`src/rtl/mmu_xlat.sv`:
```
// Purpose : MIPS32 virtual-to-physical translation with an N-entry fully-associative joint TLB
//           (ASID/global match, 4 KB even/odd page pairs), TLBP probe and TLBWI/TLBWR write port.
// Latency : 1 cycle from request accept to resp_valid; probe results 1 cycle after tlbp_en.
// Backpr. : req_ready = !resp_valid || resp_ready; response held stable until consumed; writes never stall.
//
// Ports:
//   clk, rst            - clock and synchronous active-high reset
//   req_*               - valid/ready translation request (vaddr, store flag)
//   cur_asid, erl, k0_cca - address-space ID, Status.ERL, Config.K0, all sampled on accept
//   resp_*              - registered response: paddr, uncached, exc (0 none, 1 refill, 2 invalid, 3 modified)
//   tlbw_*              - single-entry write port, lo format {PFN, C[2:0], D, V}
//   tlbp_*              - probe request and registered result (done pulse, miss, lowest index)
//
// Optional: define MMU_FIXED_MAP_EN for legacy bring-up mode, where kuseg/kseg2/kseg3 are
//           identity-mapped and the TLB is bypassed for requests (storage and probe still work).

module mmu_xlat #(
  parameter int TLB_ENTRIES = 8,
  parameter int IDX_W       = $clog2(TLB_ENTRIES),
  parameter int ASID_W      = 8,
  parameter int PADDR_W     = 32
) (
  input  logic                    clk,
  input  logic                    rst,
  // request
  input  logic                    req_valid,
  output logic                    req_ready,
  input  logic [31:0]             req_vaddr,
  input  logic                    req_store,
  input  logic [ASID_W-1:0]       cur_asid,
  input  logic                    erl,
  input  logic [2:0]              k0_cca,
  // response
  output logic                    resp_valid,
  input  logic                    resp_ready,
  output logic [PADDR_W-1:0]      resp_paddr,
  output logic                    resp_uncached,
  output logic [1:0]              resp_exc,
  // TLB write
  input  logic                    tlbw_en,
  input  logic [IDX_W-1:0]        tlbw_idx,
  input  logic [18:0]             tlbw_vpn2,
  input  logic [ASID_W-1:0]       tlbw_asid,
  input  logic                    tlbw_g,
  input  logic [PADDR_W-12+5-1:0] tlbw_lo0,
  input  logic [PADDR_W-12+5-1:0] tlbw_lo1,
  // TLB probe
  input  logic                    tlbp_en,
  input  logic [18:0]             tlbp_vpn2,
  input  logic [ASID_W-1:0]       tlbp_asid,
  output logic                    tlbp_done,
  output logic                    tlbp_miss,
  output logic [IDX_W-1:0]        tlbp_idx
);

  localparam int PFN_W = PADDR_W - 12;
  localparam int LO_W  = PFN_W + 5;

  localparam logic [1:0] EXC_NONE   = 2'd0;
  localparam logic [1:0] EXC_REFILL = 2'd1;
  localparam logic [1:0] EXC_INVAL  = 2'd2;
  localparam logic [1:0] EXC_MOD    = 2'd3;

  localparam logic [2:0] CCA_UNCACHED = 3'd2;

  typedef struct packed {
    logic              vld;   // written since reset
    logic [18:0]       vpn2;
    logic [ASID_W-1:0] asid;
    logic              g;
    logic [LO_W-1:0]   lo0;
    logic [LO_W-1:0]   lo1;
  } tlb_entry_t;

  // ---------------------------------------------------------------------------
  // TLB storage
  // ---------------------------------------------------------------------------
  tlb_entry_t tlb_q [TLB_ENTRIES];
  tlb_entry_t tlb_d [TLB_ENTRIES];

  always_comb begin
    tlb_d = tlb_q;
    // Out-of-range indices can only occur for non-power-of-2 sizes; drop them.
    if (tlbw_en && (int'(tlbw_idx) < TLB_ENTRIES)) begin
      tlb_d[tlbw_idx] = '{vld:  1'b1,
                          vpn2: tlbw_vpn2,
                          asid: tlbw_asid,
                          g:    tlbw_g,
                          lo0:  tlbw_lo0,
                          lo1:  tlbw_lo1};
    end
  end

  // ---------------------------------------------------------------------------
  // Match logic: request and probe both read tlb_q, so a write in the same
  // cycle is only visible from the following cycle onward.
  // ---------------------------------------------------------------------------
  function automatic logic [IDX_W-1:0] first_hit(input logic [TLB_ENTRIES-1:0] m);
    logic [IDX_W-1:0] r;
    r = '0;
    // Walk downward so the lowest matching index is the last one assigned.
    for (int i = TLB_ENTRIES - 1; i >= 0; i--) begin
      if (m[i]) r = IDX_W'(i);
    end
    return r;
  endfunction

  logic [TLB_ENTRIES-1:0] req_match;
  logic [TLB_ENTRIES-1:0] prb_match;

  always_comb begin
    req_match = '0;
    prb_match = '0;
    for (int i = 0; i < TLB_ENTRIES; i++) begin
      req_match[i] = tlb_q[i].vld && (tlb_q[i].vpn2 == req_vaddr[31:13]) &&
                     (tlb_q[i].g || (tlb_q[i].asid == cur_asid));
      prb_match[i] = tlb_q[i].vld && (tlb_q[i].vpn2 == tlbp_vpn2) &&
                     (tlb_q[i].g || (tlb_q[i].asid == tlbp_asid));
    end
  end

  logic             req_hit;
  logic [IDX_W-1:0] req_idx;
  tlb_entry_t       hit_ent;
  logic [LO_W-1:0]  page;
  logic [PFN_W-1:0] pg_pfn;
  logic [2:0]       pg_c;
  logic             pg_d;
  logic             pg_v;

  always_comb begin
    req_hit = |req_match;
    req_idx = first_hit(req_match);
    hit_ent = tlb_q[req_idx];
    // vaddr[12] picks the odd (lo1) or even (lo0) page of the pair.
    page    = req_vaddr[12] ? hit_ent.lo1 : hit_ent.lo0;
    pg_pfn  = page[LO_W-1:5];
    pg_c    = page[4:2];
    pg_d    = page[1];
    pg_v    = page[0];
  end

  // ---------------------------------------------------------------------------
  // Segment decode and translation result
  // ---------------------------------------------------------------------------
  logic [PADDR_W-1:0] xl_paddr;
  logic               xl_unc;
  logic [1:0]         xl_exc;

  always_comb begin
    xl_paddr = '0;
    xl_unc   = 1'b0;
    xl_exc   = EXC_NONE;
    if (req_vaddr[31:29] == 3'b100) begin
      // kseg0: unmapped, cacheability from Config.K0
      xl_paddr = PADDR_W'({3'b000, req_vaddr[28:0]});
      xl_unc   = (k0_cca == CCA_UNCACHED);
    end else if (req_vaddr[31:29] == 3'b101) begin
      // kseg1: unmapped, always uncached
      xl_paddr = PADDR_W'({3'b000, req_vaddr[28:0]});
      xl_unc   = 1'b1;
    end
`ifdef MMU_FIXED_MAP_EN
    else begin
      // Bring-up mode: every other segment is a cached identity map.
      xl_paddr = PADDR_W'(req_vaddr);
    end
`else
    else if (!req_vaddr[31] && erl) begin
      // kuseg under error level is an identity map, cached per K0.
      xl_paddr = PADDR_W'(req_vaddr);
      xl_unc   = (k0_cca == CCA_UNCACHED);
    end else if (!req_hit) begin
      xl_exc = EXC_REFILL;
    end else if (!pg_v) begin
      xl_exc = EXC_INVAL;
    end else if (req_store && !pg_d) begin
      xl_exc = EXC_MOD;
    end else begin
      xl_paddr = {pg_pfn, req_vaddr[11:0]};
      xl_unc   = (pg_c == CCA_UNCACHED);
    end
`endif
  end

  // ---------------------------------------------------------------------------
  // Response register stage
  // ---------------------------------------------------------------------------
  logic               resp_valid_q, resp_valid_d;
  logic [PADDR_W-1:0] resp_paddr_q, resp_paddr_d;
  logic               resp_unc_q,   resp_unc_d;
  logic [1:0]         resp_exc_q,   resp_exc_d;
  logic               accept;

  assign req_ready = !resp_valid_q || resp_ready;
  assign accept    = req_valid && req_ready;

  always_comb begin
    resp_valid_d = resp_valid_q;
    resp_paddr_d = resp_paddr_q;
    resp_unc_d   = resp_unc_q;
    resp_exc_d   = resp_exc_q;
    if (accept) begin
      resp_valid_d = 1'b1;
      resp_paddr_d = xl_paddr;
      resp_unc_d   = xl_unc;
      resp_exc_d   = xl_exc;
    end else if (resp_ready) begin
      resp_valid_d = 1'b0;
    end
  end

  // ---------------------------------------------------------------------------
  // Probe result register
  // ---------------------------------------------------------------------------
  logic             tlbp_done_q, tlbp_done_d;
  logic             tlbp_miss_q, tlbp_miss_d;
  logic [IDX_W-1:0] tlbp_idx_q,  tlbp_idx_d;

  always_comb begin
    tlbp_done_d = tlbp_en;
    tlbp_miss_d = tlbp_miss_q;
    tlbp_idx_d  = tlbp_idx_q;
    if (tlbp_en) begin
      tlbp_miss_d = ~|prb_match;
      tlbp_idx_d  = first_hit(prb_match);
    end
  end

  // ---------------------------------------------------------------------------
  // State registers
  // ---------------------------------------------------------------------------
  always_ff @(posedge clk) begin
    if (rst) begin
      for (int i = 0; i < TLB_ENTRIES; i++) begin
        tlb_q[i] <= '0;
      end
      resp_valid_q <= 1'b0;
      resp_paddr_q <= '0;
      resp_unc_q   <= 1'b0;
      resp_exc_q   <= EXC_NONE;
      tlbp_done_q  <= 1'b0;
      tlbp_miss_q  <= 1'b0;
      tlbp_idx_q   <= '0;
    end else begin
      for (int i = 0; i < TLB_ENTRIES; i++) begin
        tlb_q[i] <= tlb_d[i];
      end
      resp_valid_q <= resp_valid_d;
      resp_paddr_q <= resp_paddr_d;
      resp_unc_q   <= resp_unc_d;
      resp_exc_q   <= resp_exc_d;
      tlbp_done_q  <= tlbp_done_d;
      tlbp_miss_q  <= tlbp_miss_d;
      tlbp_idx_q   <= tlbp_idx_d;
    end
  end

  assign resp_valid    = resp_valid_q;
  assign resp_paddr    = resp_paddr_q;
  assign resp_uncached = resp_unc_q;
  assign resp_exc      = resp_exc_q;
  assign tlbp_done     = tlbp_done_q;
  assign tlbp_miss     = tlbp_miss_q;
  assign tlbp_idx      = tlbp_idx_q;

endmodule

```
`config.mk`:
```
export PLATFORM = sky130hd
export DESIGN_NAME = mmu_xlat
export DESIGN_NICKNAME = d
export VERILOG_FILES = /design/src/rtl/mmu_xlat.sv
export SDC_FILE = /design/constraint.sdc
export NUM_CORES = 2
export LEC_CHECK = 0
export ABC_AREA = 0
export ABC_CLOCK_PERIOD_IN_PS = 13030
export CAP_MARGIN = 20
export CORE_MARGIN = 5
export CORE_UTILIZATION = 40
export CTS_BUF_LIST = sky130_fd_sc_hd__clkbuf_4 sky130_fd_sc_hd__clkbuf_8 sky130_fd_sc_hd__clkbuf_16
export DETAILED_ROUTE_END_ITERATION = 12
export GPL_TIMING_DRIVEN = 0
export PLACE_DENSITY = 0.67
export SLEW_MARGIN = 15
export SYNTH_ARGS = -nofsm -noshare
export SYNTH_HDL_FRONTEND = slang
export SYNTH_SLANG_ARGS = --single-unit
```
`constraint.sdc`:
```
create_clock -name clk -period 13.03 [get_ports clk]
set_clock_uncertainty 0.05 [all_clocks]
set_input_delay 3.909 -clock clk [delete_from_list [all_inputs] [get_ports clk]]
set_output_delay 3.909 -clock clk [all_outputs]
set_load 0.02 [all_outputs]
```
==> metrics.txt <==
# TYPE chip_impl_metric gauge
chip_impl_info{name="outcome",value="completed"} 1
chip_impl_metric{name="gp_congestion",unit=""} 1.01
chip_impl_metric{name="syn-num-nets",unit=""} 4360
chip_impl_metric{name="chipWidth",unit="um"} 296
chip_impl_metric{name="setup_viol_count_final",unit=""} 0
chip_impl_metric{name="grt_pass1_vias",unit=""} 28697
chip_impl_metric{name="wl_per_cell",unit="um"} 24.6
chip_impl_metric{name="final_design_area_no_fill",unit="um^2"} 37500
chip_impl_info{name="final_common_cell",value="nand2_1"} 1
chip_impl_metric{name="synth.lib_cells_used.distinct",unit=""} 57
chip_impl_metric{name="syn-instance-count",unit=""} 4201
chip_impl_metric{name="wire_length_of_the_first_global_routing_pass",unit="um"} 192000
chip_impl_info{name="regToRegEndpoint",value="resp_paddr[19]$_SDFFE_PP0P_"} 1
chip_impl_metric{name="post-route-drc-count",unit=""} 0
chip_impl_metric{name="cts_resized",unit=""} 0
chip_impl_metric{name="fin_crit_sh",unit="%"} 71.4
chip_impl_info{name="worstSetupPathType",value="input pin to flip-flop"} 1
chip_impl_metric{name="synth-seq-cells",unit=""} 673
chip_impl_info{name="grt_setup_unrepaired",value="false"} 1
chip_impl_metric{name="die-area",unit="um^2"} 87800
chip_impl_metric{name="via_count_of_the_routed_design",unit=""} 31421
chip_impl_info{name="worst_hold_path_type",value="flip-flop to flip-flop"} 1
chip_impl_metric{name="synth-edff-count",unit=""} 0
chip_impl_info{name="layout.cells.most_common_list",value="1,313 x nand2_1, 673 x dfxtp_1, 672 x a21oi_1"} 1
chip_impl_metric{name="final-max-slew-violation-count",unit=""} 0
chip_impl_metric{name="fmax",unit="MHz"} 108
chip_impl_metric{name="core",unit="um^2"} 81700
chip_impl_metric{name="hold_slack",unit="ns"} 0.391
chip_impl_info{name="cts_tree",value="done"} 1
chip_impl_metric{name="timing.final.ws_setup",unit="ns"} 3.73
chip_impl_metric{name="arrival",unit="ns"} 9.79
chip_impl_metric{name="fp.dieH",unit="um"} 296
chip_impl_metric{name="timing.critical_path.fanout_max",unit=""} 10
chip_impl_metric{name="cts_hold_buffers_added",unit=""} 0
chip_impl_metric{name="hpwl",unit="um"} 96700
chip_impl_metric{name="grt.overflow.total",unit=""} 0
chip_impl_metric{name="drt_first_pass_iters",unit=""} 6
chip_impl_info{name="critical_path.cell_chain",value="clkdlybuf4s50_1, buf_2, xnor2_1, nand4_1, nor4_1, o211ai_1, a21oi_1, buf_2, clkbuf_1, nand2_1, a32o_1, a21oi_1, mux2i_1, o21ai_1"} 1
chip_impl_metric{name="syn2layout_area_growth",unit="%"} 14.2
chip_impl_metric{name="ys.warnings.count",unit=""} 0
chip_impl_metric{name="avgViaCountPerCell",unit=""} 5.73
chip_impl_metric{name="hold_viol",unit=""} 0
chip_impl_metric{name="insertion_delay_to_the_later_sink_of_the_worst_skew_pair",unit="ns"} 0.64
chip_impl_metric{name="mean_cell_area_of_the_mapped_netlist",unit="um^2"} 7.81
chip_impl_metric{name="asr_flop_ratio_synth",unit="%"} 0
chip_impl_info{name="startpoint_of_the_lowest_slack_hold_path",value="resp_paddr[4]$_SDFFE_PP0P_"} 1
chip_impl_info{name="hold_path_end",value="resp_paddr[4]$_SDFFE_PP0P_"} 1
chip_impl_info{name="clockRootBuffer",value="clkbuf_16"} 1
chip_impl_metric{name="layout_min_cycle_time",unit="ns"} 9.30
chip_impl_metric{name="worst_path_largest_cell_delay",unit="ns"} 0.94
chip_impl_metric{name="final_layout_size_suffix_gt1_share",unit="%"} 7.31
chip_impl_metric{name="worst_pin_slew",unit="ns"} 1.25
chip_impl_metric{name="port_buffers",unit=""} 63
chip_impl_metric{name="htree_num_levels",unit=""} 3
chip_impl_metric{name="postRouteAntennaNets",unit=""} 0
chip_impl_metric{name="layout.nets",unit=""} 4511
chip_impl_metric{name="worstPathRequired",unit="ns"} 13.53
chip_impl_metric{name="worst_setup_hold_path_clk_slew",unit="ns"} 0.06
chip_impl_metric{name="placementRows",unit=""} 105
chip_impl_metric{name="grtUsageTotal",unit="%"} 29.3
chip_impl_metric{name="ios",unit=""} 201
chip_impl_metric{name="worst-r2r-cell-count",unit=""} 13
chip_impl_metric{name="drt-total-wl",unit="um"} 135000
chip_impl_metric{name="drtIter0Drc",unit=""} 3910
chip_impl_metric{name="cts.sink_count",unit=""} 673
chip_impl_metric{name="synth_seq_area_share",unit="%"} 41.1
chip_impl_metric{name="synthesis.area",unit="um^2"} 32800
chip_impl_metric{name="grt_antenna_before_repair",unit=""} 11
chip_impl_info{name="worst_r2r_startpoint",value="tlb_q[58]$_SDFFE_PP0P_"} 1
chip_impl_metric{name="tns",unit="ns"} 0
chip_impl_info{name="critical-path-slowest-cell",value="a21oi_1"} 1
chip_impl_metric{name="grt_start_max_net_pins",unit=""} 15
chip_impl_metric{name="final_cell_count_without_fillers",unit=""} 5481
chip_impl_metric{name="detailedPlace.worstSlack",unit="ns"} 3.46
chip_impl_metric{name="power.density_cell_area",unit="nW/um^2"} 128
chip_impl_metric{name="relSlewSlack",unit="%"} 16.8
chip_impl_info{name="yosys_most_used_dff",value="dfxtp_1"} 1
chip_impl_metric{name="power.leakage",unit="uW"} 0.0135
chip_impl_info{name="cp-end-kind",value="flip-flop"} 1
chip_impl_metric{name="worst_ir_drop_vdd",unit="mV"} 0.0795
chip_impl_metric{name="starting_density",unit="%"} 40.1
chip_impl_metric{name="drv_cap",unit=""} 0
chip_impl_metric{name="detailed_place.area",unit="um^2"} 34900
chip_impl_metric{name="numCtsBuffers",unit=""} 76
chip_impl_metric{name="r2r_slack",unit="ns"} 7.27
chip_impl_metric{name="post-place-cells",unit=""} 5341
chip_impl_info{name="critPathLaunchType",value="input pin"} 1
chip_impl_metric{name="clock_tree.buffer_depth",unit=""} 3
chip_impl_metric{name="cts_post_setup_buffers_inserted",unit=""} 0
chip_impl_metric{name="min_delay_path_depth",unit=""} 2
[how the worst max path moves through the flow]
stage                             start                           to  slack [ns]  cells after the start
after floorplan              resp_ready                    req_ready        4.92                      1
after global placement    req_vaddr[29]  resp_paddr[18]$_SDFFE_PP0P_        3.00                     15
after detailed placement  req_vaddr[29]  resp_paddr[21]$_SDFFE_PP0P_        3.46                     14
after CTS                    resp_ready                    req_ready        3.90                      3
after global routing         resp_ready                    req_ready        3.84                      3
final                     req_vaddr[29]  resp_paddr[19]$_SDFFE_PP0P_        3.73                     14
[logic make-up (layout without fill, tap and decap cells)]
logic type / after synthesis / after routing / synth area share (%)
simple gates: 1664 / 1664 / 21.5
flops: 673 / 673 / 41.1
other cells: 0 / 5 / 0
mux: 246 / 246 / 7.76
xor+xnor: 432 / 432 / 11.5
compound gates: 790 / 790 / 12.9
buf+inv: 396 / 601 / 5.21
[cell type report]
class	count	area, um^2
well taps	1070	1340
flip-flops and latches	673	13500
inverters	7	26.3
clock buffers	102	2220
repair buffers	73	737
diodes	5	12.5
plain buffers	389	1680
fillers	8140	44300
multi-input cells	3132	17600
clock inverters	30	333
[cell usage after synthesis, drive strengths merged, types with 11 or more instances]
library cell / count / area, um^2
nand2: 1313 / 4930
nor3b: 14 / 105
a32o: 17 / 170
dfxtp: 673 / 13500
nand2b: 20 / 125
nor2: 49 / 184
clkbuf: 297 / 1190
a21oi: 672 / 3360
o21ai: 41 / 205
mux2: 37 / 417
or4: 21 / 158
nand4: 46 / 288
a22oi: 19 / 143
xnor2: 112 / 981
nor3: 11 / 55.1
mux2i: 206 / 2060
nor4b: 17 / 149
buf: 92 / 495
nand3: 32 / 160
nor4: 111 / 694
xor2: 320 / 2800
[flip-flops by register name, indices dropped and copies added, names as in the netlist]
| signal | flops |
|---|---|
| tlbp_miss | 1 |
| resp_uncached | 1 |
| resp_exc | 2 |
| resp_paddr | 32 |
| tlbp_done | 1 |
| tlbp_idx | 3 |
| tlb_q | 632 |
| resp_valid | 1 |
[routing by layer]
| metal | GRT usage (%) | up-vias | wire length (um) |
|---|---|---|---|
| met4 | 17.7 | 4 | 9510 |
| met3 | 5.52 | 394 | 13500 |
| met1 | 38.8 | 14927 | 53500 |
| met2 | 44.7 | 1779 | 58400 |
| met5 | 0 | - | 21 |
| li1 | - | 14317 | - |
[power by group]
group          switching (uW)  internal [uW]
sequential               39.6           2100
combinational             312            132
clock                     909           1310
total                    1260           3550
[metrics by stage]
step | total power [uW] | utilization, %
after CTS | 4810 | 45.8
after floorplan | 2440 | -
final | 4810 | 45.8
after global placement | 2610 | 42.5
after global routing | 4940 | 45.8
after detailed placement | 2620 | 42.7
[critical path, delay by kind of cell]
kind	cells	cell delay (ns)
AO/OA/AOI/OAI	5	2.42
buffers and inverters	4	2.01
AND/OR/NAND/NOR	3	0.96
multiplexers	1	0.27
XOR/XNOR	1	0.21
Note: power is estimated with default switching activity, not from simulation.
